===== src/rtl/kf6845_video_pkg.sv =====
// Shared types and field positions for the KF6845 text pixel path.
// Attribute byte layout: [3:0] foreground, [7:4] background, [7] blink when KF6845_BLINK_EN.
package kf6845_video_pkg;

    localparam int unsigned CHAR_WIDTH   = 8;
    localparam int unsigned MA_W         = 14;
    localparam int unsigned RA_W         = 5;
    localparam int unsigned VRAM_W       = 16;
    localparam int unsigned FONT_AW      = 12;
    localparam int unsigned ATTR_W       = 8;
    localparam int unsigned COLOR_W      = 4;
    localparam int unsigned FRAME_W      = 5;

    localparam int unsigned ATTR_FG_LSB  = 0;
    localparam int unsigned ATTR_BG_LSB  = 4;
    localparam int unsigned ATTR_BLINK   = 7;

    typedef logic [COLOR_W-1:0] color_t;

    // Cursor beats glyph; a hidden (blinked-off) glyph bit falls back to background.
    function automatic color_t pixel_color(input logic glyph_bit, input logic hide,
                                           input logic cursor_active,
                                           input color_t fg, input color_t bg);
        color_t c;
        c = bg;
        if (glyph_bit && !hide) c = fg;
        if (cursor_active)      c = fg;
        return c;
    endfunction

endpackage


===== src/rtl/kf6845_pixel_shifter.sv =====
// Per-cell glyph shift register and colour mux; video_color is registered here.
module kf6845_pixel_shifter
    import kf6845_video_pkg::*;
(
    input  logic                  clock,
    input  logic                  reset,
    input  logic                  load,
    input  logic                  shift,
    input  logic [CHAR_WIDTH-1:0] row,
    input  color_t                fg,
    input  color_t                bg,
    input  logic                  hide,
    input  logic                  cursor_active,
    output color_t                color
);

    // Only the bits not yet shown are kept; bit 7 goes straight to the colour on load.
    logic [CHAR_WIDTH-2:0] pend_q, pend_d;
    color_t                fg_q, fg_d, bg_q, bg_d, color_q, color_d;
    logic                  hide_q, hide_d, cursor_q, cursor_d;

    always_comb begin
        pend_d   = pend_q;
        fg_d     = fg_q;
        bg_d     = bg_q;
        hide_d   = hide_q;
        cursor_d = cursor_q;
        color_d  = color_q;
        if (load) begin
            pend_d   = row[CHAR_WIDTH-2:0];
            fg_d     = fg;
            bg_d     = bg;
            hide_d   = hide;
            cursor_d = cursor_active;
            color_d  = pixel_color(row[CHAR_WIDTH-1], hide, cursor_active, fg, bg);
        end else if (shift) begin
            pend_d  = {pend_q[CHAR_WIDTH-3:0], 1'b0};
            color_d = pixel_color(pend_q[CHAR_WIDTH-2], hide_q, cursor_q, fg_q, bg_q);
        end
    end

    always_ff @(posedge clock) begin
        if (reset) begin
            pend_q   <= '0;
            fg_q     <= '0;
            bg_q     <= '0;
            hide_q   <= 1'b0;
            cursor_q <= 1'b0;
            color_q  <= '0;
        end else begin
            pend_q   <= pend_d;
            fg_q     <= fg_d;
            bg_q     <= bg_d;
            hide_q   <= hide_d;
            cursor_q <= cursor_d;
            color_q  <= color_d;
        end
    end

    assign color = color_q;

endmodule


===== src/rtl/kf6845_text_pixel_generator.sv =====
// Text-mode pixel generator behind the KF6845: paces the CRTC, fetches char/attr and glyph, serializes pixels.
// Optional character blink and cursor blink with KF6845_BLINK_EN.
module kf6845_text_pixel_generator
    import kf6845_video_pkg::*;
(
    input  logic                  clock,
    input  logic                  reset,
    input  logic                  pixel_clock_enable,
    output logic                  char_clock_enable,
    input  logic [MA_W-1:0]       crtc_ma,
    input  logic [RA_W-1:0]       crtc_ra,
    input  logic                  crtc_de,
    input  logic                  crtc_cursor,
    input  logic                  crtc_hsync,
    input  logic                  crtc_vsync,
    output logic [MA_W-1:0]       vram_address,
    output logic                  vram_read,
    input  logic [VRAM_W-1:0]     vram_data,
    output logic [FONT_AW-1:0]    font_address,
    output logic                  font_read,
    input  logic [CHAR_WIDTH-1:0] font_data,
    output color_t                video_color,
    output logic                  video_hsync,
    output logic                  video_vsync,
    output logic                  video_de
);

    logic [2:0]            pixel_count_q, pixel_count_d;
    logic                  vram_read_q, vram_read_d, font_read_q, font_read_d;
    logic                  font_pend_q, font_pend_d;
    logic [MA_W-1:0]       ma_a_q, ma_a_d;
    logic [3:0]            ra_a_q, ra_a_d;
    logic                  de_a_q, de_a_d, cur_a_q, cur_a_d, hs_a_q, hs_a_d, vs_a_q, vs_a_d;
    logic [ATTR_W-1:0]     attr_h_q, attr_h_d;
    logic [CHAR_WIDTH-1:0] row_h_q, row_h_d;
    logic                  hsync_q, hsync_d, vsync_q, vsync_d, de_q, de_d;
    color_t                fg_c, bg_c;
    logic                  hide_c, cursor_active_c;
    logic                  ra_msb_unused;

    assign ra_msb_unused     = crtc_ra[RA_W-1];
    assign char_clock_enable = pixel_clock_enable && (pixel_count_q == 3'd7) && !reset;

`ifdef KF6845_BLINK_EN
    logic [FRAME_W-1:0] frame_q, frame_d;

    always_comb begin
        frame_d = frame_q;
        if (char_clock_enable && crtc_vsync && !vs_a_q) frame_d = frame_q + FRAME_W'(1);
    end

    always_ff @(posedge clock) begin
        if (reset) frame_q <= '0;
        else       frame_q <= frame_d;
    end

    assign bg_c            = de_a_q ? {1'b0, attr_h_q[ATTR_BG_LSB +: 3]} : '0;
    assign hide_c          = attr_h_q[ATTR_BLINK] && frame_q[4];
    assign cursor_active_c = cur_a_q && !frame_q[3];
`else
    assign bg_c            = de_a_q ? attr_h_q[ATTR_BG_LSB +: COLOR_W] : '0;
    assign hide_c          = 1'b0;
    assign cursor_active_c = cur_a_q;
`endif

    // Blanked cells force both colours to 0 so the shifter needs no DE input.
    assign fg_c = de_a_q ? attr_h_q[ATTR_FG_LSB +: COLOR_W] : '0;

    always_comb begin
        pixel_count_d = pixel_count_q;
        vram_read_d   = char_clock_enable;
        font_read_d   = vram_read_q;
        font_pend_d   = font_read_q;
        ma_a_d        = ma_a_q;
        ra_a_d        = ra_a_q;
        de_a_d        = de_a_q;
        cur_a_d       = cur_a_q;
        hs_a_d        = hs_a_q;
        vs_a_d        = vs_a_q;
        attr_h_d      = attr_h_q;
        row_h_d       = row_h_q;
        hsync_d       = hsync_q;
        vsync_d       = vsync_q;
        de_d          = de_q;
        if (pixel_clock_enable) pixel_count_d = pixel_count_q + 3'd1;
        if (font_read_q)        attr_h_d      = vram_data[VRAM_W-1:CHAR_WIDTH];
        if (font_pend_q)        row_h_d       = font_data;
        if (char_clock_enable) begin
            ma_a_d  = crtc_ma;
            ra_a_d  = crtc_ra[3:0];
            de_a_d  = crtc_de;
            cur_a_d = crtc_cursor;
            hs_a_d  = crtc_hsync;
            vs_a_d  = crtc_vsync;
            hsync_d = hs_a_q;
            vsync_d = vs_a_q;
            de_d    = de_a_q;
        end
    end

    always_ff @(posedge clock) begin
        if (reset) begin
            pixel_count_q <= '0;
            vram_read_q   <= 1'b0;
            font_read_q   <= 1'b0;
            font_pend_q   <= 1'b0;
            ma_a_q        <= '0;
            ra_a_q        <= '0;
            de_a_q        <= 1'b0;
            cur_a_q       <= 1'b0;
            hs_a_q        <= 1'b0;
            vs_a_q        <= 1'b0;
            attr_h_q      <= '0;
            row_h_q       <= '0;
            hsync_q       <= 1'b0;
            vsync_q       <= 1'b0;
            de_q          <= 1'b0;
        end else begin
            pixel_count_q <= pixel_count_d;
            vram_read_q   <= vram_read_d;
            font_read_q   <= font_read_d;
            font_pend_q   <= font_pend_d;
            ma_a_q        <= ma_a_d;
            ra_a_q        <= ra_a_d;
            de_a_q        <= de_a_d;
            cur_a_q       <= cur_a_d;
            hs_a_q        <= hs_a_d;
            vs_a_q        <= vs_a_d;
            attr_h_q      <= attr_h_d;
            row_h_q       <= row_h_d;
            hsync_q       <= hsync_d;
            vsync_q       <= vsync_d;
            de_q          <= de_d;
        end
    end

    kf6845_pixel_shifter u_shifter (
        .clock         (clock),
        .reset         (reset),
        .load          (char_clock_enable),
        .shift         (pixel_clock_enable),
        .row           (row_h_q),
        .fg            (fg_c),
        .bg            (bg_c),
        .hide          (hide_c),
        .cursor_active (cursor_active_c),
        .color         (video_color)
    );

    // Character code is consumed in the same cycle it arrives, so only the attribute is held.
    assign font_address = font_read_q ? {vram_data[CHAR_WIDTH-1:0], ra_a_q} : '0;
    assign vram_address = ma_a_q;
    assign vram_read    = vram_read_q;
    assign font_read    = font_read_q;
    assign video_hsync  = hsync_q;
    assign video_vsync  = vsync_q;
    assign video_de     = de_q;

endmodule

===== config.mk =====
export PLATFORM = sky130hd
export DESIGN_NAME = kf6845_text_pixel_generator
export DESIGN_NICKNAME = d
export VERILOG_FILES = /design/src/rtl/kf6845_video_pkg.sv /design/src/rtl/kf6845_pixel_shifter.sv /design/src/rtl/kf6845_text_pixel_generator.sv
export SDC_FILE = /design/constraint.sdc
export NUM_CORES = 1
export LEC_CHECK = 0
export CAP_MARGIN = 20
export CORE_MARGIN = 4
export CORE_UTILIZATION = 45
export DETAILED_ROUTE_END_ITERATION = 12
export PLACE_DENSITY = 0.74
export SYNTH_ARGS = -nofsm -noshare
export SYNTH_HDL_FRONTEND = slang
export SYNTH_SLANG_ARGS = --single-unit

===== constraint.sdc =====
create_clock -name clock -period 2.1 [get_ports clock]
set_input_delay 0.21 -clock clock [delete_from_list [all_inputs] [get_ports clock]]
set_output_delay 0.21 -clock clock [all_outputs]
set_load 0.05 [all_outputs]

### Yosys cells after proc, flatten, opt, wreduce, memory -nomap -nowiden

Index checks and enable logic that the tools add are counted.
W data, S select, Z words.

* register bits: 67
* input port bits: 50
* output and inout port bits: 36
* logic and storage cells: 37

* $add $sub $neg: 1
* equality and inequality tests: 1
* mux-type cells: 11
* reductions and logical operators: 4

Operators with widths (count)
* $mux W4: 8
* $mux W7: 2
* $mux W12: 1
* $add A3 B1 Y3 const B: 1
* $eq A3 B3 Y1 const B: 1
* $logic_and A1 B1 Y1: 2
* $reduce_bool A2 Y1: 1
* $logic_not A1 Y1: 1

### Longest topological paths before layout

* word-level depth: 4
* mapped depth: 7
* gate-level depth less buffers: 5

### Hierarchy

A second synthesis with hierarchy kept.

* cells, all modules: 310
* area, all modules: 3044.2 um^2

By module, submodules not included
* kf6845_text_pixel_generator: instances 1, cells each 204, area an instance 2075.7 um^2, seq. area each 940.9 um^2
* kf6845_pixel_shifter: instances 1, cells each 106, area an instance 968.4 um^2, seq. area each 420.4 um^2

### Worst setup path after synthesis

No wires, ideal clock.

* kind: register to output
* start: register pixel_count_q[0]
* end: output char_clock_enable
* data arrival time: 1.729 ns
* required time: 1.890 ns
* path slack: 0.161 ns
* stages on the path, launching flop included: 7
* path buffers: 2
* path through: dfxtp_1 -> ha_1 -> ha_1 -> buf_2 -> nand2_2 -> buf_2 -> nor2_1

* longest elaborated chain between the ends: 3

RTL lines
* start, declared: line kf6845_text_pixel_generator.sv:28 `logic [2:0] pixel_count_q, pixel_count_d;`
* start signal, assigned: line kf6845_text_pixel_generator.sv:119 `pixel_count_q <= pixel_count_d;`
* $eq A3 B3 Y1: line kf6845_text_pixel_generator.sv:42 `assign char_clock_enable = pixel_clock_enable && (pixel_count_q == 3'd7) && !reset;`
* $logic_and A1 B1 Y1 (2 in a row): line kf6845_text_pixel_generator.sv:42
* end, declared: line kf6845_text_pixel_generator.sv:9 `output logic char_clock_enable,`

Every way passes these cells.

### Worst setup path in the final report

Same ends and word-level chain as after synthesis.

==> metrics <==
clock root buffer clkbuf_8; hpwl dp 4380 µm; Syn. warnings 0; Worst R2R Path Depth 3; CORE AREA 0.00564 mm²; die height 85.1 µm; share of cells above drive strength 1 11.1%; leakage power 1.36 nW; post-route ant nets 0; most common flop cell mapped by yosys dfxtp_1; # fillers 436; clk_lat worst skew 0.35 ns; CP arrival 1.68 ns; number of synthesized flops with an enable pin 0; postcts setup bufs 0; fin crit share 89.9%; critical path type flip-flop to output pin; power per cell area 734 mW/mm²; busiest grt layer met2; Synth Instances 305; Buffers on Ports 84; # setup viols final 0; fin crit period 1.89 ns; DRT Wirelength 6350 µm; Worst Setup Start Kind flip-flop; Max clock buf depth 2; Hold-fix buffers, CTS 0; Finished Layout Cells 458; Slew @ Worst Pin 0.578 ns; Worst R2R Start de_a_q$_SDFFE_PP0P_; grt met1 use 21.5%; io pins 86; most common cell after layout, fill and taps aside clkdlybuf4s50_1; Seq/Total Area, Yosys 50.1%; Cell Rows 27; full die area 0.00725 mm²; first-pass GRT wire length 10200 µm; antenna violations before repair 0; DRC 0; Hold Path Depth 2; top cells by area, synth dfxtp_1, mux2i_1, nand2_1; status complete, no violations; number of DRC markers in iteration 0 96; Critical Path Fanout Max 15; HP Class input pin to flip-flop; Syn Nets 357; Power Total 2.87 mW; Worst Skew 0.00959 ns; number of distinct library cells after synthesis 31; RSZ-0062 raised after global routing no; Routed WL per cell 13.9 µm; routed via count 2297; reg2reg end u_shifter.color[3]$_SDFFE_PP0P_; layout overhead on the synthesized area 46.2%; gp weighted congestion 0.721; Syn Area/Cell 8.78 µm²; die span in x 85.1 µm; DP Worst Slack 0.350 ns; initial core utilization 47.5%; Clk pin slew, worst setup/hold paths 0.07 ns; fin worst setup slack 0.212 ns; GRT overflow 0; largest net degree at the start of global routing 35; Max-slew headroom 61.5%; number of max-cap violations 0; Hold WS 0.343 ns; Fmax achieved 530 MHz; Setup TNS 0 ns; # resized after CTS 0; total global-route track usage 17.6%; Max VDD drop 673 µV; Layout Nets 433; Final Hold Vio Count 0; placed cell count 442; Setup crit start pixel_count_q[0]$_SDFFE_PP0P_; CTS tree yes; Slew Limit Fails 0; vias in the first global route 2116; drt via density 5.02; clock sink total 67; Yosys top cell area share 50.1%; reg-to-reg slack, setup 0.47 ns; met2 usage 28.7%; Synth area leader dfxtp_1; Synth Cell Area 0.00268 mm²; H-tree Lvls 3; Synth Register Bits 67; hold path start reset; most frequent cells in the layout clkdlybuf4s50_1, dfxtp_1, nand2_1, a21oi_1, nor2_1; n_diodes 0; async set-reset flop share out of synthesis 0%; Crit. End Element output pin; CTS buffer count 9; Hold EP pixel_count_q[1]$_SDFFE_PP0P_; CP required 1.89 ns; met3 usage 5.92%; DRT Pass-1 Iters 4
-- metrics by stage --
step                      util, %  area, µm²
final                        69.4       3920
after global routing         69.4       3920
after CTS                    69.4       3920
after detailed placement     64.7       3650
after global placement       64.7       3650
after floorplan                 -       2680
-- sequential cells by signal, summed over array words and instances (netlist names) --
register / cells
attr_h_q: 8
video_hsync: 1
vram_address: 14
u_shifter.cursor_q: 1
row_h_q: 8
pixel_count_q: 3
video_de: 1
font_read: 1
ra_a_q: 4
vs_a_q: 1
u_shifter.color: 4
vram_read: 1
font_pend_q: 1
u_shifter.bg_q: 4
video_vsync: 1
hs_a_q: 1
u_shifter.pend_q: 7
cur_a_q: 1
u_shifter.fg_q: 4
de_a_q: 1
-- power breakdown --
part	total (mW)	leakage (nW)	switching [mW]	internal, mW
clock	1.41	0.131	0.497	0.913
sequential	1.29	0.541	0.00905	1.28
combinational	0.170	0.686	0.0655	0.105
-- kinds of logic (layout without fill, tap and decap cells) --
logic type                 Yosys count  after routing  share of synthesized area, %
and+or+nand+nor                    130            130                          21.6
xor gates and xnor gates             1              1                         0.327
muxes                               24             24                          8.97
AOI/OAI and AO/OA                   55             55                          13.0
DFF                                 67             67                          50.1
adders and majority gates            2              2                         0.934
buffers and inverters               26            107                          5.00
-- layout make-up --
class                   count  area, µm²  area share, %
clock buffers              10        128           3.26
multi-input cells         212       1200           30.7
flip-flops and latches     67       1340           34.3
clock inverters             6        138           3.52
repair buffers             91       1020           26.0
well taps                  72       90.1           2.30
-- routing by layer --
| layer | wire [µm] | part of all wire (%) | vias up |
|---|---|---|---|
| li1 | - | - | 1181 |
| met3 | 413 | 6.5 | 8 |
| met4 | 91 | 1.4 | 0 |
| met2 | 3010 | 47 | 65 |
| met5 | 0 | 0 | - |
| met1 | 2830 | 45 | 1043 |
-- worst max-delay path: stages (launching register included) --
cell,delay (ns)
dfxtp_1,0.35
ha_1,0.16
ha_1,0.19
nand2_2,0.21
nor2_1,0.25
buf_12,0.17
-- cell usage after synthesis, types with 4 or more instances --
cell type	n
o211ai_1	4
and2_1	13
dfxtp_1	67
nor2_1	29
a21oi_1	35
nand3_1	9
nand2_1	63
buf_2	14
mux2i_1	24
buf_1	5
a211oi_1	6
-- worst max-delay path by stage --
| stage | end |
|---|---|
| after floorplan | char_clock_enable |
| after global placement | de_a_q$_SDFFE_PP0P_ |
| after detailed placement | u_shifter.color[3]$_SDFFE_PP0P_ |
| after CTS | char_clock_enable |
| after global routing | char_clock_enable |
| final | char_clock_enable |
Note: power is estimated with default switching activity, not from simulation.
